--- src/rtl/vector_reader_pkg.sv ---
// vector_reader_pkg
// Shared types and helpers for the vector memory read-out engine.
//   state_t       : read-out FSM states
//   READ_LATENCY  : cycles from readEnable to valid readData
//   idx_width()   : width of the element index counter
package vector_reader_pkg;

    typedef enum logic [2:0] {
        IDLE,
        FETCH,
        WAIT,
        STREAM,
        DONE
    } state_t;

    localparam int READ_LATENCY = 1;

    // Keeps the counter at least one bit wide when a word holds one element.
    function automatic int idx_width(input int vector_size);
        return (vector_size > 1) ? $clog2(vector_size) : 1;
    endfunction

endpackage

--- src/rtl/vector_unpacker.sv ---
// vector_unpacker
// Holds one memory word and presents it one element at a time, element 0
// (least-significant slice) first.
// Ports:
//   clock, reset : clock and asynchronous active-high reset
//   load         : capture wordIn, restart at element 0
//   advance      : step to the next element (ignored on the last one)
//   wordIn       : DATA_WIDTH*VECTOR_SIZE memory word
//   elementData  : currently selected element
//   lastElement  : index points at the final element of the word
module vector_unpacker
    import vector_reader_pkg::*;
#(
    parameter int DATA_WIDTH  = 8,
    parameter int VECTOR_SIZE = 6
) (
    input  logic                              clock,
    input  logic                              reset,
    input  logic                              load,
    input  logic                              advance,
    input  logic [DATA_WIDTH*VECTOR_SIZE-1:0] wordIn,
    output logic [DATA_WIDTH-1:0]             elementData,
    output logic                              lastElement
);

    localparam int IDX_W = idx_width(VECTOR_SIZE);
    localparam logic [IDX_W-1:0] LAST_IDX = IDX_W'(VECTOR_SIZE - 1);

    logic [DATA_WIDTH*VECTOR_SIZE-1:0] buffer_q;
    logic [IDX_W-1:0]                  idx_q;

    always_ff @(posedge clock or posedge reset) begin
        if (reset) begin
            buffer_q <= '0;
            idx_q    <= '0;
        end else if (load) begin
            buffer_q <= wordIn;
            idx_q    <= '0;
        end else if (advance && !lastElement) begin
            idx_q <= idx_q + 1'b1;
        end
    end

    assign lastElement = (idx_q == LAST_IDX);
    assign elementData = buffer_q[int'(idx_q)*DATA_WIDTH +: DATA_WIDTH];

endmodule

--- src/rtl/vector_memory_reader.sv ---
// vector_memory_reader
// Fetches wordCount consecutive words from the vector data memory and streams
// their elements over a valid/ready handshake.
// Ports:
//   clock, reset          : clock and asynchronous active-high reset
//   start, abort          : begin a transfer (IDLE only) / cancel a running one
//   startAddress,wordCount: transfer description, latched on accepted start
//   readEnable,readAddress: memory read port (data returns one cycle later)
//   readData              : memory word
//   elementValid/Ready    : element stream handshake
//   elementData,elementLast: current element, final element of the transfer
//   busy, done            : not IDLE / one-cycle completion pulse
module vector_memory_reader
    import vector_reader_pkg::*;
#(
    parameter int DATA_WIDTH    = 8,
    parameter int VECTOR_SIZE   = 6,
    parameter int ADDRESS_WIDTH = 8
) (
    input  logic                              clock,
    input  logic                              reset,
    input  logic                              start,
    input  logic                              abort,
    input  logic [ADDRESS_WIDTH-1:0]          startAddress,
    input  logic [ADDRESS_WIDTH:0]            wordCount,
    output logic                              readEnable,
    output logic [ADDRESS_WIDTH-1:0]          readAddress,
    input  logic [DATA_WIDTH*VECTOR_SIZE-1:0] readData,
    output logic                              elementValid,
    input  logic                              elementReady,
    output logic [DATA_WIDTH-1:0]             elementData,
    output logic                              elementLast,
    output logic                              busy,
    output logic                              done
);

    state_t                   state_q;
    logic [ADDRESS_WIDTH-1:0] addr_q;
    logic [ADDRESS_WIDTH-1:0] addr_d;
    logic [ADDRESS_WIDTH:0]   remaining_q;
    logic [ADDRESS_WIDTH-1:0] readAddress_q;

    logic                  handshake;
    logic                  unpackLast;
    logic [DATA_WIDTH-1:0] unpackData;

    assign handshake = (state_q == STREAM) && elementReady;
    // Natural overflow of the address width gives the 0xFF -> 0x00 wrap.
    assign addr_d    = addr_q + 1'b1;

    vector_unpacker #(
        .DATA_WIDTH (DATA_WIDTH),
        .VECTOR_SIZE(VECTOR_SIZE)
    ) u_unpacker (
        .clock      (clock),
        .reset      (reset),
        .load       (state_q == WAIT),
        .advance    (handshake),
        .wordIn     (readData),
        .elementData(unpackData),
        .lastElement(unpackLast)
    );

    // readAddress_q is loaded on entry to FETCH so the address is already on
    // the port during the strobe cycle; it then holds until the next fetch.
    always_ff @(posedge clock or posedge reset) begin
        if (reset) begin
            state_q       <= IDLE;
            addr_q        <= '0;
            remaining_q   <= '0;
            readAddress_q <= '0;
        end else if (abort && (state_q != IDLE)) begin
            state_q <= IDLE;
        end else begin
            case (state_q)
                IDLE: begin
                    if (start) begin
                        addr_q        <= startAddress;
                        remaining_q   <= wordCount;
                        readAddress_q <= startAddress;
                        state_q       <= (wordCount == '0) ? DONE : FETCH;
                    end
                end
                FETCH:  state_q <= WAIT;
                WAIT:   state_q <= STREAM;
                STREAM: begin
                    if (handshake && unpackLast) begin
                        if (remaining_q == (ADDRESS_WIDTH+1)'(1)) begin
                            state_q <= DONE;
                        end else begin
                            remaining_q   <= remaining_q - 1'b1;
                            addr_q        <= addr_d;
                            readAddress_q <= addr_d;
                            state_q       <= FETCH;
                        end
                    end
                end
                DONE:    state_q <= IDLE;
                default: state_q <= IDLE;
            endcase
        end
    end

    // All outputs decode registered state only; elementReady never reaches them.
    assign readEnable   = (state_q == FETCH);
    assign readAddress  = readAddress_q;
    assign elementValid = (state_q == STREAM);
    assign elementData  = elementValid ? unpackData : '0;
    assign elementLast  = elementValid && unpackLast
                          && (remaining_q == (ADDRESS_WIDTH+1)'(1));
    assign busy         = (state_q != IDLE);
    assign done         = (state_q == DONE);

endmodule
--- config.mk ---
export PLATFORM = sky130hd
export DESIGN_NAME = vector_memory_reader
export DESIGN_NICKNAME = d
export VERILOG_FILES = /design/src/rtl/vector_reader_pkg.sv /design/src/rtl/vector_unpacker.sv /design/src/rtl/vector_memory_reader.sv
export SDC_FILE = /design/constraint.sdc
export NUM_CORES = 1
export LEC_CHECK = 0
export ABC_AREA = 1
export CORE_MARGIN = 4
export CORE_UTILIZATION = 50
export CTS_CLUSTER_DIAMETER = 50
export CTS_CLUSTER_SIZE = 12
export DETAILED_ROUTE_END_ITERATION = 8
export MAX_ROUTING_LAYER = met4
export PLACE_DENSITY = 0.91
export SLEW_MARGIN = 20
export SYNTH_ARGS = -nofsm -noshare
export SYNTH_HDL_FRONTEND = slang
export SYNTH_SLANG_ARGS = --single-unit
export TNS_END_PERCENT = 10
--- constraint.sdc ---
create_clock -name clock -period 3.7 [get_ports clock]
set_clock_uncertainty 0.05 [all_clocks]
set_input_delay 1.11 -clock clock [delete_from_list [all_inputs] [get_ports clock]]
set_output_delay 1.11 -clock clock [all_outputs]
set_load 0.05 [all_outputs]
==> flow_summary.json, run 1 <==
{
  "drive_gt1_frac": 0.06720,
  "worst_ep_arrival_time_ps": 2390,
  "routabilityCongestion": 0.9613,
  "cts-resized-gates": 0,
  "highest_layer": "met4",
  "crit_family": "buffers and inverters",
  "path_buf_inv": 3,
  "grt_pass1_wl_um": 16500,
  "clockBufferDepth": 2,
  "track_usage": 0.2369,
  "htreeDepth": 3,
  "globalRouteOverflowTotal": 0,
  "maxSlewViolCount": 0,
  "io_pins": 91,
  "peakVddDrop_v": 0.0004210,
  "hold_class": "register to register",
  "critical_path_class": "register to output pin",
  "power.density_mw_per_mm2": 808.3,
  "slew_headroom": 0.4194,
  "ys_top_cells_by_area": "dfrtp_1 (46%), nand2_1 (23%), o21ai_0 (5.3%)",
  "leakagePower_nw": 2.531,
  "root_buffer": "clkbuf_8",
  "ys_types": 30,
  "yosysWarnings": 0,
  "grt_pass1_vias": 3705,
  "tns_ps": 0,
  "seq_area_frac_synth": 0.4604,
  "min_period_over_period": 0.9604,
  "insertion_delay_ps": 350,
  "pre_cts_slack_ps": 590.8,
  "rsz0062_at_grt": "no",
  "cp_slowest_cell": "inv_1",
  "hold_viol": 0,
  "netlist_instances": 538,
  "routedWlPerCell_um": 14.15,
  "die_h_um": 95.85,
  "hpwl_um": 7430,
  "hold_buffers": 0,
  "syn_area_per_cell_um2": 7.172,
  "endpoint_kind": "output pin",
  "synth_nets": 613,
  "critPathLaunchType": "register",
  "drtIter0Drc": 260,
  "final_common_cell": "nand2_1",
  "rows": 31,
  "cts_setup_buffers": 0,
  "setup_slack_ps": 146.4,
  "status": "finished, final reports clean",
  "nets": 695,
  "ant_nets": 0,
  "cts_tree": "yes",
  "clkTransAtPathRegs_ps": 80,
  "remaining_drc_errors": 0,
  "numPortBuffers": 90,
  "die-width_um": 95.85,
  "wl_met2_um": 5035,
  "dr.pass1.iters": 4,
  "critical_path.max_stage_delay_ps": 490,
  "vias": 3796,
  "dr_wl_met3_um": 745,
  "die_area_mm2": 0.009187,
  "worstMarginPinSlew_ps": 870.8,
  "num_antenna_cells": 0,
  "syn_area_mm2": 0.003859,
  "synth.top_cell.area_share": 0.4604,
  "path_cells": "buf_4, inv_1, o21ai_0, o22ai_1, nand2_1, a21oi_1, buf_12",
  "grt_start_max_net_pins": 61,
  "max_freq_ghz": 0.2814,
  "start_util": 0.5236,
  "area_delta_synth_final_pct": 31.16,
  "setup_viol": 0,
  "final_cell_mix": "nand2_1 (238), clkdlybuf4s50_1 (82), dfrtp_1 (71)",
  "finalCriticalPeriod_ps": 3554,
  "drt-met1-wl_um": 4305,
  "worst-path-max-fanout": 29,
  "crit_required_ps": 2540,
  "clkSinkCount": 71,
  "coreArea_mm2": 0.007370,
  "antenna_found_initial": 0,
  "synth-seq-cells": 71,
  "cap_violations": 0,
  "yosysTopAreaCell": "dfrtp_1",
  "vias_per_cell": 5.243,
  "wl_um": 10250,
  "cts_made_buffers": 9
}
==> path summary, 6_finish.rpt <==
kind / start / end / slack [ps] / cells after the start
setup / recovery: u_unpacker.idx_q[0]$_DFFE_PP0P_ / elementData[7] / 150 / 7
hold / removal: u_unpacker.buffer_q[18]$_DFFE_PP0P_ / u_unpacker.buffer_q[18]$_DFFE_PP0P_ / 430 / 2
setup reg to reg: state_q[2]$_DFFE_PP0P_ / remaining_q[0]$_DFFE_PP0P_ / 1480 / 8
hold reg to reg: u_unpacker.buffer_q[18]$_DFFE_PP0P_ / u_unpacker.buffer_q[18]$_DFFE_PP0P_ / 430 / 2
max in group asynchronous: reset / u_unpacker.buffer_q[33]$_DFFE_PP0P_ / 1920 / 3
min in group asynchronous: reset / remaining_q[6]$_DFFE_PP0P_ / 1050 / 2
==> final cells by class <==
class | instances | area, um^2
timing repair buffer | 95 | 1018
clock buffer | 12 | 145.1
inverter | 46 | 172.7
sequential | 71 | 1777
fill | 609 | 2308
tap | 99 | 123.9
clock inverter | 4 | 45.04
multi-input combinational | 397 | 1779
==> cells in the mapped netlist <==
library cell	instances
nand4_1	3
nor3_2	1
clkbuf_1	9
o211ai_1	8
buf_4	1
nor2_1	30
buf_2	11
inv_1	44
nand3_1	28
and2_1	1
nor3_1	1
clkinv_1	1
buf_6	3
ha_1	5
o21ai_1	7
nand2_1	238
xnor2_1	1
o21ai_2	1
nand2_2	1
or2_2	3
nor2_2	1
o31ai_1	1
dfrtp_1	71
o21bai_1	2
o21ai_0	41
nor2_4	1
a21oi_1	12
inv_2	1
o22ai_1	6
nand3_2	5
==> worst min-delay path: cells and delay by family, from the launching register on <==
kind          cells  cell delay (ps)
flops             1              340
simple gates      2              100
==> state kept, by name (all words and copies together) (netlist names) <==
signal / count
remaining_q: 9
state_q: 3
u_unpacker.buffer_q: 48
u_unpacker.idx_q: 3
readAddress: 8
==> kinds of logic after synthesis <==
| group | Yosys count | share of synthesized area |
|---|---|---|
| flip-flops | 71 | 0.4604 |
| XOR/XNOR | 1 | 0.002270 |
| adder cells (fa/ha/maj) | 5 | 0.01621 |
| AO/OA/AOI/OAI | 78 | 0.1112 |
| AND/OR/NAND/NOR | 313 | 0.3314 |
| buffers and inverters | 70 | 0.07847 |
==> power by group <==
group	internal, mW	switching, mW	total (mW)
logic	0.720	1.34	2.06
clock network	0.327	0.283	0.610
registers	1.15	0.273	1.42
==> metal layers <==
metal,track usage,vias to the layer above
met4,0.07820,0
met2,0.3903,163
met1,0.2935,1758
met3,0.04691,14
met5,-,-
li1,-,1861
==> through the flow <==
| step | total power, mW | util | hold WS [ps] | instance area (um^2) | std cells |
|---|---|---|---|---|---|
| 6_report | 4.091 | 0.6868 | 428.9 | 5061 | 724 |
| 3_5_place_dp | 3.467 | 0.6610 | 410.3 | 4871 | 708 |
| 3_3_place_gp | 3.363 | 0.6610 | 409.1 | 4871 | 708 |
| 4_1_cts | 4.100 | 0.6868 | 429.0 | 5061 | 724 |
| 5_1_grt | 4.416 | 0.6868 | 459.7 | 5061 | 724 |
| 2_1_floorplan | 2.866 | - | 393.6 | 3859 | 538 |
Power figures use the tool's default switching activity.
==> run 2: changes to the inputs <==
- CELL_PAD_IN_SITES_DETAIL_PLACEMENT: not set -> 1
- CELL_PAD_IN_SITES_GLOBAL_PLACEMENT: not set -> 1
- CORE_UTILIZATION: 50 -> 36
- PLACE_DENSITY: 0.91 -> 0.92
==> run 2 against run 1 <==
Against the previous run:
- worst hold slack improved by 3.9 ps
- non-clock buffer count stayed put
- sequential cell count stayed put
- core utilization decreased by 19 points
- maximum frequency increased by 4.3%
- register-to-register slack got worse by 30 ps
- first-iteration DRC count fell by 8.8%
- global-route usage down 3.4 points
- clock-buffer cell count shrank 2
- critical path type unchanged
- critical endpoint is now elementData[4]
==> flow_summary.json, run 2 (synthesis results as in run 1) <==
{
  "hpwl_um": 8791,
  "regArea_mm2": 0.001777,
  "vias": 3788,
  "largest_reg_flops": 48,
  "worstMarginPinSlew_ps": 892.0,
  "top_register": "u_unpacker.buffer_q",
  "pre_cts_slack_ps": 734.8,
  "rr_worst_depth": 8,
  "vias_per_cell": 4.978,
  "coreArea_mm2": 0.01037,
  "switching_share": 0.4587,
  "grt_pass1_wl_um": 20230,
  "slew_headroom": 0.4053,
  "die_area_mm2": 0.01244,
  "setup_viol": 0,
  "hold_class": "register to register",
  "die-width_um": 111.5,
  "track_usage": 0.2034,
  "drtIter0Drc": 237,
  "hold_ws_ps": 432.7,
  "cts_setup_buffers": 0,
  "insertion_delay_ps": 350,
  "cts-resized-gates": 0,
  "routabilityCongestion": 0.9099,
  "final_common_cell": "nand2_1",
  "area_delta_synth_final_pct": 34.24,
  "fill_cells": 1341,
  "tns_ps": 0,
  "design_power_total_mw": 4.331,
  "regToRegSetupSlack_ps": 1450,
  "wl_um": 11950,
  "nets": 695,
  "p_int_mw": 2.344,
  "holdPathEnd": "u_unpacker.buffer_q[9]$_DFFE_PP0P_",
  "cts_made_buffers": 9,
  "htreeDepth": 3,
  "cap_violations": 0,
  "p_sw_mw": 1.986,
  "reg2reg_from": "u_unpacker.idx_q[1]$_DFFE_PP0P_",
  "antenna_found_initial": 0,
  "rows": 37,
  "hold_buffers": 0,
  "numPortBuffers": 90,
  "peakVddDrop_v": 0.0004186,
  "crit_required_ps": 2540,
  "maxSlewViolCount": 0,
  "final_cell_mix": "nand2_1 (238), clkdlybuf4s50_1 (81), dfrtp_1 (71)",
  "r2r-end": "remaining_q[7]$_DFFE_PP0P_",
  "cts_tree": "yes",
  "finalCriticalPeriod_ps": 3409,
  "clkSinkCount": 71,
  "status": "finished, final reports clean",
  "grt_start_max_net_pins": 61,
  "clock_power_share": 0.183,
  "grt_pass1_vias": 4162,
  "power_frac_comb": 0.484,
  "max_freq_ghz": 0.2934,
  "globalRouteOverflowTotal": 0,
  "start_util": 0.3721,
  "io_pins": 91,
  "critical_path_class": "register to output pin",
  "num_antenna_cells": 0,
  "multiInputGateArea_mm2": 0.001779,
  "worst-path-max-fanout": 10,
  "critPathLaunchType": "register",
  "setup_slack_ps": 291.3,
  "worst_ep_arrival_time_ps": 2250,
  "whs_path_depth": 2,
  "routedWlPerCell_um": 15.70,
  "clkTransAtPathRegs_ps": 80,
  "remaining_drc_errors": 0,
  "root_buffer": "clkbuf_8",
  "rsz0062_at_grt": "no",
  "drive_gt1_frac": 0.07200,
  "leakagePower_nw": 2.560,
  "sequentialPowerShare": 0.334,
  "clockBufferDepth": 2,
  "power.density_mw_per_mm2": 836.0,
  "endpoint_kind": "output pin",
  "die_h_um": 111.5,
  "dr.pass1.iters": 4,
  "min_period_over_period": 0.9213,
  "ant_nets": 0,
  "hp-start": "u_unpacker.buffer_q[9]$_DFFE_PP0P_",
  "hold_viol": 0
}
run 2: cell count changes in the layout (fill, tap and decap cells not counted):
| cell | before | now |
|---|---|---|
| clkinvlp_4 | 0 | 1 |
| buf_12 | 8 | 9 |
| bufinv_16 | 1 | 3 |
| clkinv_2 | 3 | 0 |
| inv_6 | 0 | 2 |
| clkdlybuf4s50_1 | 82 | 81 |
| clkbuf_1 | 2 | 0 |
run 2: power by group through the flow:
stage | sequential [mW] | clock, mW | combinational (mW)
3_3_place_gp | 1.42 | 0 | 2.00
2_1_floorplan | 1.48 | 0 | 1.38
5_1_grt | 1.49 | 0.854 | 2.36
6_report | 1.44 | 0.792 | 2.09
3_5_place_dp | 1.45 | 0 | 2.10
4_1_cts | 1.44 | 0.805 | 2.12
run 2: final cells by class:
class	count	area share
flip-flops and latches	71	0.3430
inverters	46	0.03333
repair buffers	95	0.1986
well taps	136	0.03285
clock inverters	6	0.02222
multi-input cells	397	0.3435
clock buffers	10	0.02657
run 2: worst max path at each step:
stage,from,to,slack [ps],depth (start not counted)
floorplan,u_unpacker.idx_q[0]$_DFFE_PP0P_,elementData[3],720,7
global placement,u_unpacker.idx_q[2]$_DFFE_PP0P_,elementData[7],830,5
detailed placement,elementReady,remaining_q[7]$_DFFE_PP0P_,730,7
CTS,u_unpacker.idx_q[2]$_DFFE_PP0P_,elementData[4],300,5
global route,u_unpacker.idx_q[2]$_DFFE_PP0P_,elementData[6],100,5
finish,u_unpacker.idx_q[2]$_DFFE_PP0P_,elementData[4],290,5
run 2: critical path, cell delays in order, from the launching register on:
cell and delay, ps:
dfrtp_1 390, clkinv_1 260, nor2_1 520, o211ai_1 200
a21oi_1 350, buf_12 180
run 2: per-stage QoR:
stage	instances	utilization	cell area (um^2)
finish	761	0.4995	5180
global route	761	0.4995	5180
CTS	761	0.4995	5180
detailed placement	745	0.4751	4927
global placement	745	0.4751	4927
floorplan	538	-	3859
run 2: routing by layer:
layer / share of wire / global-route usage / up-vias
li1: - / - / 1857
met1: 0.44 / 0.2441 / 1822
met2: 0.50 / 0.3490 / 91
met3: 0.044 / 0.04783 / 18
met4: 0.014 / 0.04542 / 0
met5: 0 / - / -
